<file path="src/rtl/pipeline_controller_pkg.sv">
// pipeline_controller_pkg: shared state/forwarding types and reset polarity for the pipeline controller
package pipeline_controller_pkg;
    localparam logic RESET = 1'b1;
    typedef enum logic [1:0] {S_DRAIN, S_RUN, S_MEM_WAIT, S_HALT} ctrl_state_t;
    typedef enum logic [1:0] {FWD_REG = 2'b00, FWD_WB = 2'b01, FWD_MEM = 2'b10} fwd_sel_t;
endpackage

</file>
<file path="src/rtl/forwarding_unit.sv">
// forwarding_unit: EX operand selects from MEM/WB destination matches, MEM result taking precedence
module forwarding_unit
    import pipeline_controller_pkg::*;
#(
    parameter int RA = 5
) (
    input  logic [RA-1:0] ex_rs1,
    input  logic [RA-1:0] ex_rs2,
    input  logic [RA-1:0] mem_rd,
    input  logic          mem_reg_write,
    input  logic [RA-1:0] wb_rd,
    input  logic          wb_reg_write,
    output logic [1:0]    fwd_a,
    output logic [1:0]    fwd_b
);
    logic mem_ok, wb_ok;
    assign mem_ok = mem_reg_write && mem_rd != '0;
    assign wb_ok  = wb_reg_write && wb_rd != '0;
    always_comb begin
        fwd_a = (mem_ok && mem_rd == ex_rs1) ? FWD_MEM : (wb_ok && wb_rd == ex_rs1) ? FWD_WB : FWD_REG;
        fwd_b = (mem_ok && mem_rd == ex_rs2) ? FWD_MEM : (wb_ok && wb_rd == ex_rs2) ? FWD_WB : FWD_REG;
    end
endmodule

</file>
<file path="src/rtl/pipeline_controller.sv">
// pipeline_controller: hazard/sequencing FSM driving stage enables, flushes, PC select and forwarding
module pipeline_controller
    import pipeline_controller_pkg::*;
#(
    parameter int REGISTER_FILE_ADDRESS_WIDTH = 5,
    parameter int RESET_FLUSH_CYCLES = 4,
    parameter int MEM_TIMEOUT = 16,
    parameter int STALL_COUNT_WIDTH = 16
) (
    input  logic                                   clk,
    input  logic                                   rst,
    input  logic [REGISTER_FILE_ADDRESS_WIDTH-1:0] id_rs1,
    input  logic [REGISTER_FILE_ADDRESS_WIDTH-1:0] id_rs2,
    input  logic                                   id_uses_rs1,
    input  logic                                   id_uses_rs2,
    input  logic [REGISTER_FILE_ADDRESS_WIDTH-1:0] ex_rs1,
    input  logic [REGISTER_FILE_ADDRESS_WIDTH-1:0] ex_rs2,
    input  logic [REGISTER_FILE_ADDRESS_WIDTH-1:0] ex_rd,
    input  logic                                   ex_mem_read,
    input  logic                                   ex_branch_taken,
    input  logic [REGISTER_FILE_ADDRESS_WIDTH-1:0] mem_rd,
    input  logic                                   mem_reg_write,
    input  logic                                   dmem_req,
    input  logic                                   dmem_ack,
    input  logic [REGISTER_FILE_ADDRESS_WIDTH-1:0] wb_rd,
    input  logic                                   wb_reg_write,
    input  logic                                   wb_halt,
    output logic                                   pc_en,
    output logic                                   if_id_en,
    output logic                                   id_ex_en,
    output logic                                   ex_mem_en,
    output logic                                   mem_wb_en,
    output logic                                   if_id_flush,
    output logic                                   id_ex_flush,
    output logic                                   ex_mem_flush,
    output logic                                   mem_wb_flush,
    output logic                                   pc_sel,
    output logic [1:0]                             fwd_a,
    output logic [1:0]                             fwd_b,
    output logic                                   halted,
    output logic                                   mem_fault,
    output logic [STALL_COUNT_WIDTH-1:0]           stall_count
);
    ctrl_state_t state_q, state_d;
    logic [3:0] drain_cnt_q, drain_cnt_d;
    logic [7:0] wait_cnt_q, wait_cnt_d;
    logic [STALL_COUNT_WIDTH-1:0] stall_count_q, stall_count_d;
    logic halted_q, halted_d, mem_fault_q, mem_fault_d;
    logic active, drain, mem_stall, run, load_use, timeout;

    assign active    = state_q == S_RUN || state_q == S_MEM_WAIT;
    assign drain     = state_q == S_DRAIN;
    assign mem_stall = dmem_req && !dmem_ack;
    assign run       = active && !mem_stall;
    assign load_use  = ex_mem_read && ex_rd != '0 &&
                       ((id_uses_rs1 && id_rs1 == ex_rd) || (id_uses_rs2 && id_rs2 == ex_rd));
    assign timeout   = !dmem_ack && wait_cnt_q == 8'(MEM_TIMEOUT - 1);

    // Priority: memory freeze, then taken branch (wrong-path ID masks load-use), then load-use
    always_comb begin
        pc_en        = run && (ex_branch_taken || !load_use);
        if_id_en     = run && (ex_branch_taken || !load_use);
        id_ex_en     = run;
        ex_mem_en    = run;
        mem_wb_en    = active;
        pc_sel       = run && ex_branch_taken;
        if_id_flush  = drain || (run && ex_branch_taken);
        id_ex_flush  = drain || (run && (ex_branch_taken || load_use));
        ex_mem_flush = drain;
        mem_wb_flush = drain || (active && mem_stall);
    end

    always_comb begin
        state_d       = state_q;
        drain_cnt_d   = '0;
        wait_cnt_d    = '0;
        mem_fault_d   = mem_fault_q;
        stall_count_d = (active && !pc_en && stall_count_q != '1) ? stall_count_q + 1'b1 : stall_count_q;
        case (state_q)
            S_DRAIN: begin
                drain_cnt_d = drain_cnt_q + 4'd1;
                state_d     = drain_cnt_q == 4'(RESET_FLUSH_CYCLES - 1) ? S_RUN : S_DRAIN;
            end
            S_RUN:
                state_d = wb_halt ? S_HALT : mem_stall ? S_MEM_WAIT : S_RUN;
            S_MEM_WAIT: begin
                wait_cnt_d  = wait_cnt_q + 8'd1;
                mem_fault_d = timeout;
                state_d     = (timeout || wb_halt) ? S_HALT : dmem_ack ? S_RUN : S_MEM_WAIT;
            end
            default:
                state_d = S_HALT;
        endcase
        halted_d = state_d == S_HALT;
    end

    always_ff @(posedge clk) begin
        if (rst == RESET) begin
            state_q       <= S_DRAIN;
            drain_cnt_q   <= '0;
            wait_cnt_q    <= '0;
            stall_count_q <= '0;
            halted_q      <= 1'b0;
            mem_fault_q   <= 1'b0;
        end else begin
            state_q       <= state_d;
            drain_cnt_q   <= drain_cnt_d;
            wait_cnt_q    <= wait_cnt_d;
            stall_count_q <= stall_count_d;
            halted_q      <= halted_d;
            mem_fault_q   <= mem_fault_d;
        end
    end

    assign halted      = halted_q;
    assign mem_fault   = mem_fault_q;
    assign stall_count = stall_count_q;

    forwarding_unit #(.RA(REGISTER_FILE_ADDRESS_WIDTH)) u_fwd (
        .ex_rs1        (ex_rs1),
        .ex_rs2        (ex_rs2),
        .mem_rd        (mem_rd),
        .mem_reg_write (mem_reg_write),
        .wb_rd         (wb_rd),
        .wb_reg_write  (wb_reg_write),
        .fwd_a         (fwd_a),
        .fwd_b         (fwd_b)
    );
endmodule

</file>
<file path="config.mk">
export PLATFORM = sky130hd
export DESIGN_NAME = pipeline_controller
export DESIGN_NICKNAME = d
export VERILOG_FILES = /design/src/rtl/pipeline_controller_pkg.sv /design/src/rtl/forwarding_unit.sv /design/src/rtl/pipeline_controller.sv
export SDC_FILE = /design/constraint.sdc
export NUM_CORES = 1
export LEC_CHECK = 0
export CAP_MARGIN = 20
export CORE_MARGIN = 5
export CORE_UTILIZATION = 48
export CTS_CLUSTER_DIAMETER = 60
export DETAILED_ROUTE_END_ITERATION = 16
export PLACE_DENSITY_LB_ADDON = 0.12
export SETUP_SLACK_MARGIN = 0.05
export SYNTH_ARGS = -nofsm -noshare
export SYNTH_HDL_FRONTEND = slang
export SYNTH_HIERARCHICAL = 1
export SYNTH_SLANG_ARGS = --single-unit
</file>
<file path="constraint.sdc">
create_clock -name clk -period 4.1 [get_ports clk]
set_input_delay 0.41 -clock clk [delete_from_list [all_inputs] [get_ports clk]]
set_output_delay 0.41 -clock clk [all_outputs]
set_load 0.005 [all_outputs]
</file>
==> results.ini <==
[synthesis]
basic_gate_share_of_the_synthesized_area_counting_and_or_nand_and_nor_cells_pct = 29.7
synth-xor-area-share_pct = 15.8
syn_avg_cell_area_um2 = 8.61
synth_async_sr_flop_share_pct = 0
synth_top_family_by_area = simple AND/OR/NAND/NOR gates
synth-adder-area-share_pct = 4.17
synth_top_flop_cell = sky130_fd_sc_hd__dfxtp_1
netlist_instances = 244
ys_seq_area_share_pct = 30.5
proportion_of_synthesized_area_in_mux_cells_pct = 2.62
postSynthRegisterBits = 32
synth_top_area_share_pct = 30.5
syn-num-nets = 297
synth.largest_area_cell = sky130_fd_sc_hd__dfxtp_1
synth.yosys.warnings = 6
syn_area_um2 = 2100
synthDistinctLibCells = 44
synth-compound-area-share_pct = 12.9
synth-edff-count = 0
area_contributors_post_synth = sky130_fd_sc_hd__dfxtp_1 30%, sky130_fd_sc_hd__xnor2_1 13%, sky130_fd_sc_hd__ha_1 4.2%

[cts]
tritoncts_num_sinks = 32
cts.path.max_buffers = 2
clk_latency_ps = 280
cts.repair.resized = 0
clock_tree.root_cell = sky130_fd_sc_hd__clkbuf_8
cts_tree = yes
cts_buffers = 5
cts_hold_buf = 0
post_cts_repair_timing_setup_buffer_count = 0
ctsHtreeMaxLevel = 2
worst_setup_hold_path_clk_slew_ps = 70

[hold_path]
worst_hold_path.num_cells = 1
hp-class = reg2reg
hold_path_startpoint = drain_cnt_q[0]$_SDFF_PP0_
min_to = drain_cnt_q[0]$_SDFF_PP0_

[sta]
final-max-slew-violation-count = 0
final_min_period_over_clock_period_pct = 70.2
post_route_setup_slack_ps = 1220
achievable-frequency_mhz = 347
count_of_final_setup_violators = 0
worst_max_slew_margin_expressed_relative_to_the_limit_pct = 35.1
finalHoldViolations = 0
finClkSkew_ps = 4.64
tns_ps = 0
tightestPinTransition_ps = 971
post-route-min-period_ps = 2880
setup_repair_after_global_routing_missed_its_margin = no

[worst_setup_path]
cp_num_cells = 6
regToRegEndpoint = stall_count[5]$_SDFFE_PP0P_
cp_slowest_cell = sky130_fd_sc_hd__or4_1
worstSetupStartpointType = primary input
critical_path.max_fanout = 3
critical-path-top-cell-by-count = sky130_fd_sc_hd__clkdlybuf4s50_1
worstRegToRegCells = 7
critical_path.cell_chain = clkdlybuf4s50_1 > or4_1 > o21ai_2 > nor4_1 > nor4_2 > clkdlybuf4s50_1
worst_path_dominant_cell_family = buffers and inverters
r2r-start = state_q[0]$_SDFF_PP0_
worst_ep_required_time_ps = 3690
cp.buffers_inverters = 2
cp_class = in2out
setup.worst_path.end_class = primary output
worst_path_largest_cell_delay_ps = 550
reg2reg_slack_ps = 1830
timing.critical_path.arrival_ps = 2470

[global_routing]
grtUsageTotal_pct = 18.4
antenna_found_initial = 0
grt_start_max_net_pins = 28
global_route_wire_length_before_repair_um = 9040
grt_remaining_overflow = 0
grt_pass1_vias = 1953

[detailed_routing]
drt-wirelength-per-cell_um = 14.7
detail_route.iter0.violations = 86
routed_wirelength_um = 5470
detailed_route_vias_per_instance = 5.42
drc = 0
routed-via-count = 2015
first_pass_iters = 6
antenna_left = 0

[layout]
antenna_cells = 0
utilization_pct = 69.5
design.final.nets = 372
drive_above_1_share_pct = 7.19
areaGrowthSynthToFinish_pct = 42.0
num-fill-cells = 376

[floorplanning]
floorplan.rows = 24
dieHeight_um = 76.2
die-area_um2 = 5800
die_w_um = 76.2
initial_core_util_pct = 48.9
core_area_um2 = 4290
ioPinCount = 78

[placement]
dp_worst_setup_slack_ps = 1230
routabilityCongestion = 0.922
buffer_ports.inserted = 77
dpl.hpwl_um = 4360

[pwr]
p_total_uw = 840
total_leakage_power_nw = 0.974
power.ir.vdd_worst_v = 0.000231
power.density_cell_area_nw_per_um2 = 282

[run]
drv_cap = 0

[outcome]
status = complete, no violations

-- placed cells by master, fill, tap and decap left out, types with 2 or more instances in the layout --
cell type,synthesis,final
sky130_fd_sc_hd__nand3_1,10,10
sky130_fd_sc_hd__nand2_1,13,13
sky130_fd_sc_hd__o31ai_1,7,7
sky130_fd_sc_hd__nand2b_1,6,6
sky130_fd_sc_hd__xor2_1,8,8
sky130_fd_sc_hd__or4_1,10,10
sky130_fd_sc_hd__and2_1,3,3
sky130_fd_sc_hd__and4_1,3,3
sky130_fd_sc_hd__and3_1,3,3
sky130_fd_sc_hd__clkbuf_8,0,5
sky130_fd_sc_hd__o21a_1,2,2
sky130_fd_sc_hd__a31oi_1,2,2
sky130_fd_sc_hd__nor2_1,22,22
sky130_fd_sc_hd__or3_1,5,5
sky130_fd_sc_hd__nand4_1,10,10
sky130_fd_sc_hd__mux2_2,4,4
sky130_fd_sc_hd__nor4_2,2,2
sky130_fd_sc_hd__nor4b_1,2,2
sky130_fd_sc_hd__a21oi_1,11,11
sky130_fd_sc_hd__or2_2,2,2
sky130_fd_sc_hd__o21ai_0,7,7
sky130_fd_sc_hd__dfxtp_1,32,32
sky130_fd_sc_hd__nor4_1,3,3
sky130_fd_sc_hd__ha_1,7,7
sky130_fd_sc_hd__nor2b_1,6,6
sky130_fd_sc_hd__xnor2_1,30,30
sky130_fd_sc_hd__clkdlybuf4s50_1,0,77
sky130_fd_sc_hd__nor3_2,2,2
sky130_fd_sc_hd__inv_1,8,8
sky130_fd_sc_hd__nor3_1,3,3
-- kinds of logic (layout without fill, tap and decap cells) --
kind of cell / Yosys count / in the layout
flops: 32 / 32
simple gates: 108 / 108
buf+inv: 17 / 93
mux: 5 / 5
xor+xnor: 38 / 38
compound gates: 37 / 37
fa+ha+maj: 7 / 7
-- sequential cells by signal (all words and copies together), names as in the netlist --
name and flops:
halted 1, drain_cnt_q 4, mem_fault 1, state_q 2
wait_cnt_q 8, stall_count 16
-- metrics by stage --
step	instances	hold WS, ps	cell area, um^2
4_1_cts	372	455	2980
6_report	372	450	2980
3_5_place_dp	364	441	2880
2_1_floorplan	244	418	2100
3_3_place_gp	364	429	2880
5_1_grt	372	470	2980
-- final cells by class --
class	instances	area, um^2	area share [%]
timing repair buffer	77	771	25.8
sequential	32	641	21.5
clock inverter	2	35.0	1.17
multi-input combinational	195	1370	45.9
inverter	8	30.0	1.01
clock buffer	6	72.6	2.43
tap	52	65.1	2.18
-- power by group --
group	total, mW	leakage [nW]	internal (mW)	switching (mW)
Combinational	0.216	0.660	0.127	0.0891
Clock	0.294	0.0552	0.180	0.113
Sequential	0.331	0.258	0.322	0.00861
-- per-layer routing --
layer  up-vias  GRT usage [%]  share of wire (%)
li1       1031              -                  -
met1       928           20.2                 40
met2        48           34.9                 55
met3         8           3.78                4.1
met4         0           5.07                1.5
met5         -              0                  0
-- synth_stat cells, types with 2 or more instances --
master                     count
sky130_fd_sc_hd__nand2_1      13
sky130_fd_sc_hd__o21ai_0       7
sky130_fd_sc_hd__o21a_1        2
sky130_fd_sc_hd__nor4b_1       2
sky130_fd_sc_hd__buf_6         2
sky130_fd_sc_hd__or3_1         5
sky130_fd_sc_hd__or2_2         2
sky130_fd_sc_hd__a21oi_1      11
sky130_fd_sc_hd__inv_1         8
sky130_fd_sc_hd__o31ai_1       7
sky130_fd_sc_hd__or4_1        10
sky130_fd_sc_hd__nor4_1        3
sky130_fd_sc_hd__nand4_1      10
sky130_fd_sc_hd__and4_1        3
sky130_fd_sc_hd__xnor2_1      30
sky130_fd_sc_hd__mux2_2        4
sky130_fd_sc_hd__and3_1        3
sky130_fd_sc_hd__nor2b_1       6
sky130_fd_sc_hd__buf_4         3
sky130_fd_sc_hd__a31oi_1       2
sky130_fd_sc_hd__and2_1        3
sky130_fd_sc_hd__dfxtp_1      32
sky130_fd_sc_hd__nor3_2        2
sky130_fd_sc_hd__xor2_1        8
sky130_fd_sc_hd__nor4_2        2
sky130_fd_sc_hd__nor2_1       22
sky130_fd_sc_hd__nand2b_1      6
sky130_fd_sc_hd__clkbuf_1      3
sky130_fd_sc_hd__nor3_1        3
sky130_fd_sc_hd__nand3_1      10
sky130_fd_sc_hd__ha_1          7
-- worst max path at each step --
stage                               start                           to
finish                          mem_rd[1]                     fwd_a[0]
global route                    mem_rd[1]                     fwd_a[0]
CTS                             mem_rd[1]                     fwd_a[0]
detailed placement              mem_rd[1]                     fwd_a[0]
global placement                mem_rd[1]                     fwd_a[0]
floorplan           state_q[0]$_SDFF_PP0_  stall_count[5]$_SDFFE_PP0P_
-- worst reg2reg max path: stages (launching register included) --
cell                      delay (ps)
sky130_fd_sc_hd__dfxtp_1         370
sky130_fd_sc_hd__inv_1            80
sky130_fd_sc_hd__ha_1            330
sky130_fd_sc_hd__inv_1            70
sky130_fd_sc_hd__nor2_1          240
sky130_fd_sc_hd__a31oi_4         280
sky130_fd_sc_hd__nor4b_1         430
sky130_fd_sc_hd__mux2_2          370
Power figures use the tool's default switching activity.
